--- src/rtl/rotary_encoder_if.sv ---
// Encoder pin / level bundle shared between the quadrature front end and its user.
// slave = the encoder block, master = whatever owns the pins and consumes the level.
interface rotary_encoder_if;
  logic       enc_a;
  logic       enc_b;
  logic [7:0] value;
  logic       step_up;
  logic       step_down;
  logic       ready;

  modport master (
    output enc_a, enc_b,
    input  value, step_up, step_down, ready
  );

  modport slave (
    input  enc_a, enc_b,
    output value, step_up, step_down, ready
  );
endinterface

--- src/rtl/rotary_encoder.sv ---
// Quadrature rotary-encoder front end: per-channel sync + debounce, x1 decode on
// debounced A rising edges, wrap/saturating 8-bit level with step pulses.

module rotary_encoder_debounce #(
  parameter int CYCLES = 255
) (
  input  logic clk,
  input  logic reset,
  input  logic raw,
  output logic db
);
  localparam logic [15:0] LAST = 16'(CYCLES - 1);

  logic        s1, s2;
  logic [15:0] cnt;

  // Counter only runs while the synchronised level disagrees with db;
  // any return to the old level restarts the qualification window.
  always_ff @(posedge clk) begin
    if (reset) begin
      s1  <= 1'b0;
      s2  <= 1'b0;
      db  <= 1'b0;
      cnt <= '0;
    end else begin
      s1 <= raw;
      s2 <= s1;
      if (s2 == db) begin
        cnt <= '0;
      end else if (cnt == LAST) begin
        db  <= s2;
        cnt <= '0;
      end else begin
        cnt <= cnt + 16'd1;
      end
    end
  end
endmodule

module rotary_encoder #(
  parameter int DEBOUNCE_CYCLES = 255,
  parameter int STEP            = 1,
  parameter int SATURATE        = 0,
  parameter int INIT_VALUE      = 0
) (
  input  logic             clk,
  input  logic             reset,
  rotary_encoder_if.slave  enc
);
  localparam int          NUM_CH  = 2;
  localparam logic [16:0] SU_LAST = 17'(DEBOUNCE_CYCLES + 2);
  localparam logic [7:0]  STEP8   = 8'(STEP);
  localparam logic [7:0]  INIT8   = 8'(INIT_VALUE);

  logic [NUM_CH-1:0] pins;
  logic [NUM_CH-1:0] db;
  logic              a_prev;
  logic              rise;
  logic [16:0]       su_cnt;
  logic              ready;
  logic [7:0]        level;
  logic              up_pulse, down_pulse;
  logic [8:0]        sum_up;
  logic [7:0]        next_up, next_down;

  assign pins = {enc.enc_b, enc.enc_a};

  for (genvar ch = 0; ch < NUM_CH; ch++) begin : g_ch
    rotary_encoder_debounce #(.CYCLES(DEBOUNCE_CYCLES)) u_db (
      .clk   (clk),
      .reset (reset),
      .raw   (pins[ch]),
      .db    (db[ch])
    );
  end

  // Settle window: lets debounced copies absorb pins resting high at power-up
  // before any edge is allowed to count.
  always_ff @(posedge clk) begin
    if (reset) begin
      su_cnt <= '0;
      ready  <= 1'b0;
    end else if (!ready) begin
      su_cnt <= su_cnt + 17'd1;
      if (su_cnt == SU_LAST) ready <= 1'b1;
    end
  end

  assign rise = db[0] & ~a_prev & ready;

  always_comb begin
    sum_up    = {1'b0, level} + {1'b0, STEP8};
    next_up   = sum_up[7:0];
    next_down = level - STEP8;
    if (SATURATE != 0) begin
      if (sum_up[8]) next_up = 8'hFF;
      if (level < STEP8) next_down = 8'h00;
    end
  end

  // B's debounced level in the rise cycle picks direction; a clamped step still pulses.
  always_ff @(posedge clk) begin
    if (reset) begin
      a_prev     <= 1'b0;
      level      <= INIT8;
      up_pulse   <= 1'b0;
      down_pulse <= 1'b0;
    end else begin
      a_prev     <= db[0];
      up_pulse   <= rise & ~db[1];
      down_pulse <= rise &  db[1];
      if (rise) level <= db[1] ? next_down : next_up;
    end
  end

  assign enc.value     = level;
  assign enc.step_up   = up_pulse;
  assign enc.step_down = down_pulse;
  assign enc.ready     = ready;
endmodule

--- src/flat_wrapper.sv ---
// flat-port wrapper written by rule: the top's interface ports become plain ports
module rotary_encoder_flat 
#(
  parameter int DEBOUNCE_CYCLES = 255,
  parameter int STEP            = 1,
  parameter int SATURATE        = 0,
  parameter int INIT_VALUE      = 0
)
  (clk, reset, enc_enc_a, enc_enc_b, enc_value, enc_step_up, enc_step_down, enc_ready);
  rotary_encoder_if enc_i ();
  input  logic clk;
  input  logic reset;
  input wire logic [$bits(enc_i.enc_a)-1:0] enc_enc_a;
  input wire logic [$bits(enc_i.enc_b)-1:0] enc_enc_b;
  output wire logic [$bits(enc_i.value)-1:0] enc_value;
  output wire logic [$bits(enc_i.step_up)-1:0] enc_step_up;
  output wire logic [$bits(enc_i.step_down)-1:0] enc_step_down;
  output wire logic [$bits(enc_i.ready)-1:0] enc_ready;
  assign enc_i.enc_a = enc_enc_a;
  assign enc_i.enc_b = enc_enc_b;
  assign enc_value = enc_i.value;
  assign enc_step_up = enc_i.step_up;
  assign enc_step_down = enc_i.step_down;
  assign enc_ready = enc_i.ready;
  rotary_encoder #(.DEBOUNCE_CYCLES(DEBOUNCE_CYCLES), .STEP(STEP), .SATURATE(SATURATE), .INIT_VALUE(INIT_VALUE)) u_core (.clk(clk), .reset(reset), .enc(enc_i));
endmodule
--- config.mk ---
export PLATFORM = sky130hd
export DESIGN_NAME = rotary_encoder_flat
export DESIGN_NICKNAME = d
export VERILOG_FILES = /design/src/rtl/rotary_encoder_if.sv /design/src/rtl/rotary_encoder.sv /design/src/flat_wrapper.sv
export SDC_FILE = /design/constraint.sdc
export NUM_CORES = 1
export LEC_CHECK = 0
export BUFFER_PORTS_ARGS = -buffer_cell sky130_fd_sc_hd__buf_2
export CAP_MARGIN = 20
export CORE_MARGIN = 4
export CORE_UTILIZATION = 25
export CTS_CLUSTER_SIZE = 8
export DETAILED_ROUTE_END_ITERATION = 10
export HOLD_SLACK_MARGIN = 0.05
export PLACE_DENSITY = 0.47
export SLEW_MARGIN = 30
export SYNTH_ARGS = -nofsm -noshare
export SYNTH_HDL_FRONTEND = slang
export SYNTH_SLANG_ARGS = --single-unit
--- constraint.sdc ---
create_clock -name clk -period 3.9 [get_ports clk]
set_clock_uncertainty 0.2 [all_clocks]
set_input_delay 0.975 -clock clk [delete_from_list [all_inputs] [get_ports clk]]
set_output_delay 0.975 -clock clk [all_outputs]
set_load 0.01 [all_outputs]
==> flow_metrics.tcl, run 1 <==
set metrics [dict create \
    pwr-share-clk_pct 52.0 \
    ys_ff_latch 67 \
    pre_cts_slack_ps 1540 \
    diodes 0 \
    num_rows 39 \
    final_max_slew_viol_count 0 \
    tightestPinTransition_ps 441 \
    drc_errors 0 \
    htreeDepth 3 \
    synth_cells 340 \
    synth_top_family_by_area "simple AND/OR/NAND/NOR gates" \
    hpwlAfterDp_um 3800 \
    p_sw_share_pct 19.8 \
    final_area_mm2 0.00351 \
    cts_resized 0 \
    cts_buffers 9 \
    overflow 0 \
    root_buffer "clkbuf_16" \
    worstSetupPathType "flop to flop" \
    cpMaxStageDelayCell "dfxtp_1" \
    die-area_mm2 0.0139 \
    required_ps 3910 \
    ant_nets 0 \
    layout_commonest_cell "dfxtp_1" \
    start_util_pct 26.0 \
    fin_nets 374 \
    ys_dominant_reg_cell "dfxtp_1" \
    antenna_found_initial 0 \
    cts_tree "built" \
    yosysUniqueCellTypes 41 \
    yosys.area_share.adder_pct 5.63 \
    syn_to_final_growth_pct 16.3 \
    rsz0062_at_grt "false" \
    min_path_type "flop to flop" \
    switchingPower_uw 296 \
    vias 2218 \
    grt_pass1_wl_um 10100 \
    endpoint_kind "flop" \
    crit_buf_inv 0 \
    cts_buffer_depth 2 \
    path_clk_slew_ps 50 \
    startpoint "u_core.g_ch[1].u_db.db$_SDFFE_PP0P_" \
    seq_area_frac_synth_pct 44.4 \
    die_h_um 118 \
    synth_xor_area_share_pct 13.6 \
    synth-compound-area-share_pct 5.05 \
    worst_skew_pair.late_latency_ps 320 \
    r2r-start "u_core.g_ch[1].u_db.db$_SDFFE_PP0P_" \
    wl_um 5620 \
    drt-initial-drc-count 47 \
    port-buffer-count 14 \
    firstDrtPassIters 4 \
    muxShareOfSynthArea_pct 1.04 \
    p_per_area_mw_per_mm2 426 \
    grtUsageTotal_pct 8.59 \
    finalCritPeriodShare_pct 60.9 \
    p_int_mw 1.20 \
    route.detailed.wl_per_inst_um 11.2 \
    timing.slew.headroom_pct 70.6 \
    core_mm2 0.0116 \
    cts_sinks 67 \
    fin_ws_ps 1530 \
    postCtsSetupBuffers 0 \
    yosys_warnings 0 \
    ios 15 \
    pwr-share-comb_pct 1.6 \
    period_needed_ps 2370 \
    synth-edff-count 0 \
    drive_gt1_share_pct 9.17 \
    grt_max_degree 30 \
    syn_area_mm2 0.00302 \
    p_leak_nw 1.29 \
    rrSetupSlack_ps 1530 \
    cp_top_family "compound AO/OA/AOI/OAI gates" \
    cpPeakStageDelay_ps 590 \
    synth_nets 357 \
    arrival_ps 2390 \
    holdCritStartpoint "u_core.g_ch[0].u_db.s1$_SDFF_PP0_" \
    crit_chain "ha_1 > a21oi_1 > a211oi_1 > o21a_1 > nor3_1 > mux2_2" \
    via_per_inst 4.41 \
    synth_largest_area_cell "dfxtp_1" \
    async_flop_share_pct 0 \
    setup_tns_ps 0 \
    grt_pass1_vias 2218 \
    pwr-share-seq_pct 46.4 \
    synth-simple-area-share_pct 27.2 \
    avgSynthCellArea_um2 8.88 \
    ctsHoldBuffers 0 \
    fmax_mhz 421 \
    globalplace.congestion 0.769 \
    place_area_mm2 0.00323 \
    setup_viol_count_final 0 \
    mostFrequentLayoutCells "dfxtp_1 (67), nor2_1 (64), xor2_1 (26), nand2_1 (23), xnor2_1 (21)" \
    hold_viol_final 0 \
    irDropWorstVdd_mv 0.224 \
    crit_path_max_fanout 12 \
    fin_total_pwr_mw 1.50 \
    outcome "completed" \
    cp-start-kind "flop" \
    maxCapViolations 0 \
    die_x_um 118 \
    synth_top_area_share_pct 44.4 \
    synth.area.top_cells "dfxtp_1 (44%), nor2_1 (8.0%), xor2_1 (7.5%), xnor2_1 (6.1%), ha_1 (5.0%)" \
]
[Yosys cell counts (2+ instances only)]
cell type  instances
nor4_1             3
ha_1              12
clkbuf_1           6
nand2_1           23
nand3_2            2
nor2_1            64
a211oi_1           2
or3_1              3
xor2_1            26
nand4b_1           2
nor3_1            10
nor4b_1            4
nand4_1           11
and3_1             9
inv_1             12
and4_1             4
o211ai_1           2
a21oi_1           10
o21ai_0            4
xnor2_1           21
o21a_1             2
mux2i_1            2
nand3_1           14
nor2b_1            9
dfxtp_1           67
[sequential cells by signal (all words and copies together) (netlist names)]
signal and count:
u_core.g_ch.u_db.cnt 32, u_core.su_cnt 17, u_core.enc.value 8, u_core.g_ch.u_db.db 2
u_core.g_ch.u_db.s1 2, u_core.g_ch.u_db.s2 2, u_core.a_prev 1, u_core.enc.ready 1
u_core.enc.step_down 1, u_core.enc.step_up 1
[routing by layer]
| layer | global-route usage (%) | vias up | wire length [um] |
|---|---|---|---|
| li1 | - | 1180 | - |
| met1 | 11.0 | 1010 | 2960 |
| met2 | 13.4 | 18 | 2420 |
| met3 | 2.11 | 10 | 118 |
| met4 | 4.18 | 0 | 120 |
| met5 | 0 | - | 0 |
[power by group through the flow]
stage          registers (mW)  logic, mW  clock network, mW
2_1_floorplan           0.708     0.0190                  0
3_3_place_gp            0.710     0.0243                  0
3_5_place_dp            0.710     0.0249                  0
4_1_cts                 0.695     0.0250              0.804
5_1_grt                 0.696     0.0281              0.826
6_report                0.695     0.0239              0.779
[worst paths after layout]
path / endpoint / cells past startpoint
worst max register to register: u_core.enc.value[7]$_SDFFE_PP0N_ / 6
worst min-delay path: u_core.g_ch[0].u_db.s2$_SDFF_PP0_ / 1
worst max-delay path: u_core.enc.value[7]$_SDFFE_PP0N_ / 6
worst min register to register: u_core.g_ch[0].u_db.s2$_SDFF_PP0_ / 1
[final cells by class]
class                   instances  area (um2)
multi-input cells             252        1590
clock buffers                  11         243
flip-flops and latches         67        1340
inverters                      12        45.0
repair buffers                 15        77.6
clock inverters                 3        40.0
fillers                      1227        8100
well taps                     143         179
[cell families (layout without fill, tap and decap cells)]
kind of cell | Yosys count | after routing
AO/OA/AOI/OAI | 25 | 25
AND/OR/NAND/NOR | 164 | 164
XOR/XNOR | 47 | 47
adder cells (fa/ha/maj) | 13 | 13
flip-flops | 67 | 67
multiplexers | 3 | 3
buffers and inverters | 21 | 41
[per-stage QoR]
| stage | hold WS, ps | util, % | std cells |
|---|---|---|---|
| 6_report | 242 | 30.3 | 503 |
| 5_1_grt | 262 | 30.3 | 503 |
| 4_1_cts | 243 | 30.3 | 503 |
| 3_5_place_dp | 232 | 27.8 | 489 |
| 3_3_place_gp | 219 | 27.8 | 489 |
| 2_1_floorplan | 214 | - | 340 |
(Power assumes the default switching activity.)
==> run 2, diff against run 1 <==
clock period = 2.23 ns   (was 3.9 ns; I/O delays follow)
==> flow_metrics.tcl, run 2 (synthesized netlist as in run 1, its figures left out) <==
set metrics [dict create \
    grt_max_degree 20 \
    endpoint_kind "flop" \
    crit_chain "buf_4 > ha_1 > nand3_1 > a211oi_2 > nor3_1 > nor3_1 > mux2_2" \
    route.detailed.wl_per_inst_um 10.9 \
    finalCritPeriodShare_pct 93.5 \
    hold_viol_final 0 \
    worstSetupPathType "flop to flop" \
    worst_skew_pair.late_latency_ps 320 \
    vias 2271 \
    crit_path_frequent_cell "nor3_1" \
    final_max_slew_viol_count 0 \
    cp-start-kind "flop" \
    start_util_pct 26.0 \
    mostFrequentLayoutCells "dfxtp_1 (66), nor2_1 (64), xor2_1 (26), nand2_1 (23), xnor2_1 (21)" \
    die_h_um 118 \
    drc_errors 0 \
    rsz0062_at_grt "false" \
    die-area_mm2 0.0139 \
    largest_reg_flops 32 \
    grt_pass1_wl_um 9860 \
    cts_buffer_depth 2 \
    p_per_area_mw_per_mm2 764 \
    drt-initial-drc-count 61 \
    hpwlAfterDp_um 3870 \
    setup_tns_ps 0 \
    grt_pass1_vias 2194 \
    cp_top_family "simple AND/OR/NAND/NOR gates" \
    num_rows 39 \
    overflow 0 \
    cts_tree "built" \
    layout_commonest_cell "dfxtp_1" \
    cpMaxStageDelayCell "mux2_2" \
    ant_nets 0 \
    path_clk_slew_ps 50 \
    die_x_um 118 \
    crit_buf_inv 1 \
    arrival_ps 2090 \
    cpPeakStageDelay_ps 350 \
    core_mm2 0.0116 \
    cts_buffers 9 \
    diodes 0 \
    tightestPinTransition_ps 417 \
    fin_util_pct 31.0 \
    required_ps 2240 \
    irDropWorstVdd_mv 0.487 \
    wl_um 5550 \
    syn_to_final_growth_pct 19.2 \
    min_path_type "flop to flop" \
    ios 15 \
    postCtsSetupBuffers 0 \
    setup_viol_count_final 0 \
    htreeDepth 3 \
    period_needed_ps 2080 \
    drive_gt1_share_pct 11.5 \
    crit_path_max_fanout 6 \
    globalplace.congestion 0.779 \
    regMostFlops "u_core.g_ch.u_db.cnt" \
    timing.slew.headroom_pct 72.1 \
    fin_nets 380 \
    port-buffer-count 14 \
    whs_ps 238 \
    fmax_mhz 480 \
    antenna_found_initial 0 \
    firstDrtPassIters 4 \
    grtUsageTotal_pct 8.50 \
    via_per_inst 4.46 \
    root_buffer "clkbuf_16" \
    cts_sinks 67 \
    outcome "completed" \
    p_leak_nw 1.34 \
    maxCapViolations 0 \
]
## run 2: changes by cell type in the layout (fill, tap and decap cells not counted), sizes merged
cell	before	now
bufinv	1	2
clkinv	2	0
buf	15	21
clkbuf	11	12
## run 2: power by group
group          internal (mW)  total, mW  switching (mW)
logic                 0.0166     0.0437          0.0272
registers               1.21       1.22         0.00790
clock network           1.03       1.49           0.464
## run 2: stage by stage
step	setup WS, ps	std cells	cell area, um2	total power, mW
2_1_floorplan	70.1	340	3020	1.27
3_3_place_gp	64.0	495	3280	1.28
3_5_place_dp	38.6	495	3280	1.29
4_1_cts	19.4	509	3590	2.81
5_1_grt	7.31	509	3600	2.86
6_report	146	509	3600	2.75
## run 2: path summary, 6_finish.rpt
| kind | cells after the start | slack, ps | start | end |
|---|---|---|---|---|
| setup / recovery | 7 | 150 | u_core.g_ch[1].u_db.db$_SDFFE_PP0P_ | u_core.enc.value[7]$_SDFFE_PP0N_ |
| hold / removal | 1 | 240 | u_core.g_ch[1].u_db.s1$_SDFF_PP0_ | u_core.g_ch[1].u_db.s2$_SDFF_PP0_ |
| setup reg to reg | 7 | 150 | u_core.g_ch[1].u_db.db$_SDFFE_PP0P_ | u_core.enc.value[7]$_SDFFE_PP0N_ |
| hold reg to reg | 1 | 240 | u_core.g_ch[1].u_db.s1$_SDFF_PP0_ | u_core.g_ch[1].u_db.s2$_SDFF_PP0_ |
## run 2: worst register-to-register path: stages (launching register included)
cell,delay (ps)
dfxtp_2,340
buf_4,160
ha_1,270
nand3_1,140
a211oi_2,250
nor3_1,80
nor3_1,190
mux2_2,350
## run 2: per-layer routing
layer  wire length, um  vias up  track usage [%]
met5                 0        -                0
met4                84        0             3.96
met3               138        7             2.31
met2              2410       20             12.4
met1              2920     1043             11.6
li1                  -     1201                -
## run 2: layout make-up
cell class	count	area (um2)
Timing Repair Buffer	21	123
Tap cell	143	179
Inverter	12	45.0
Clock buffer	12	256
Clock inverter	2	60.1
Sequential cell	67	1340
Multi-Input combinational cell	252	1600
Fill cell	1248	8010
## run 2: repair_timing
item                       4_1_cts  5_1_grt
setup endpoints to repair        0        3
resized for setup                0        5
hold buffers                     0        0
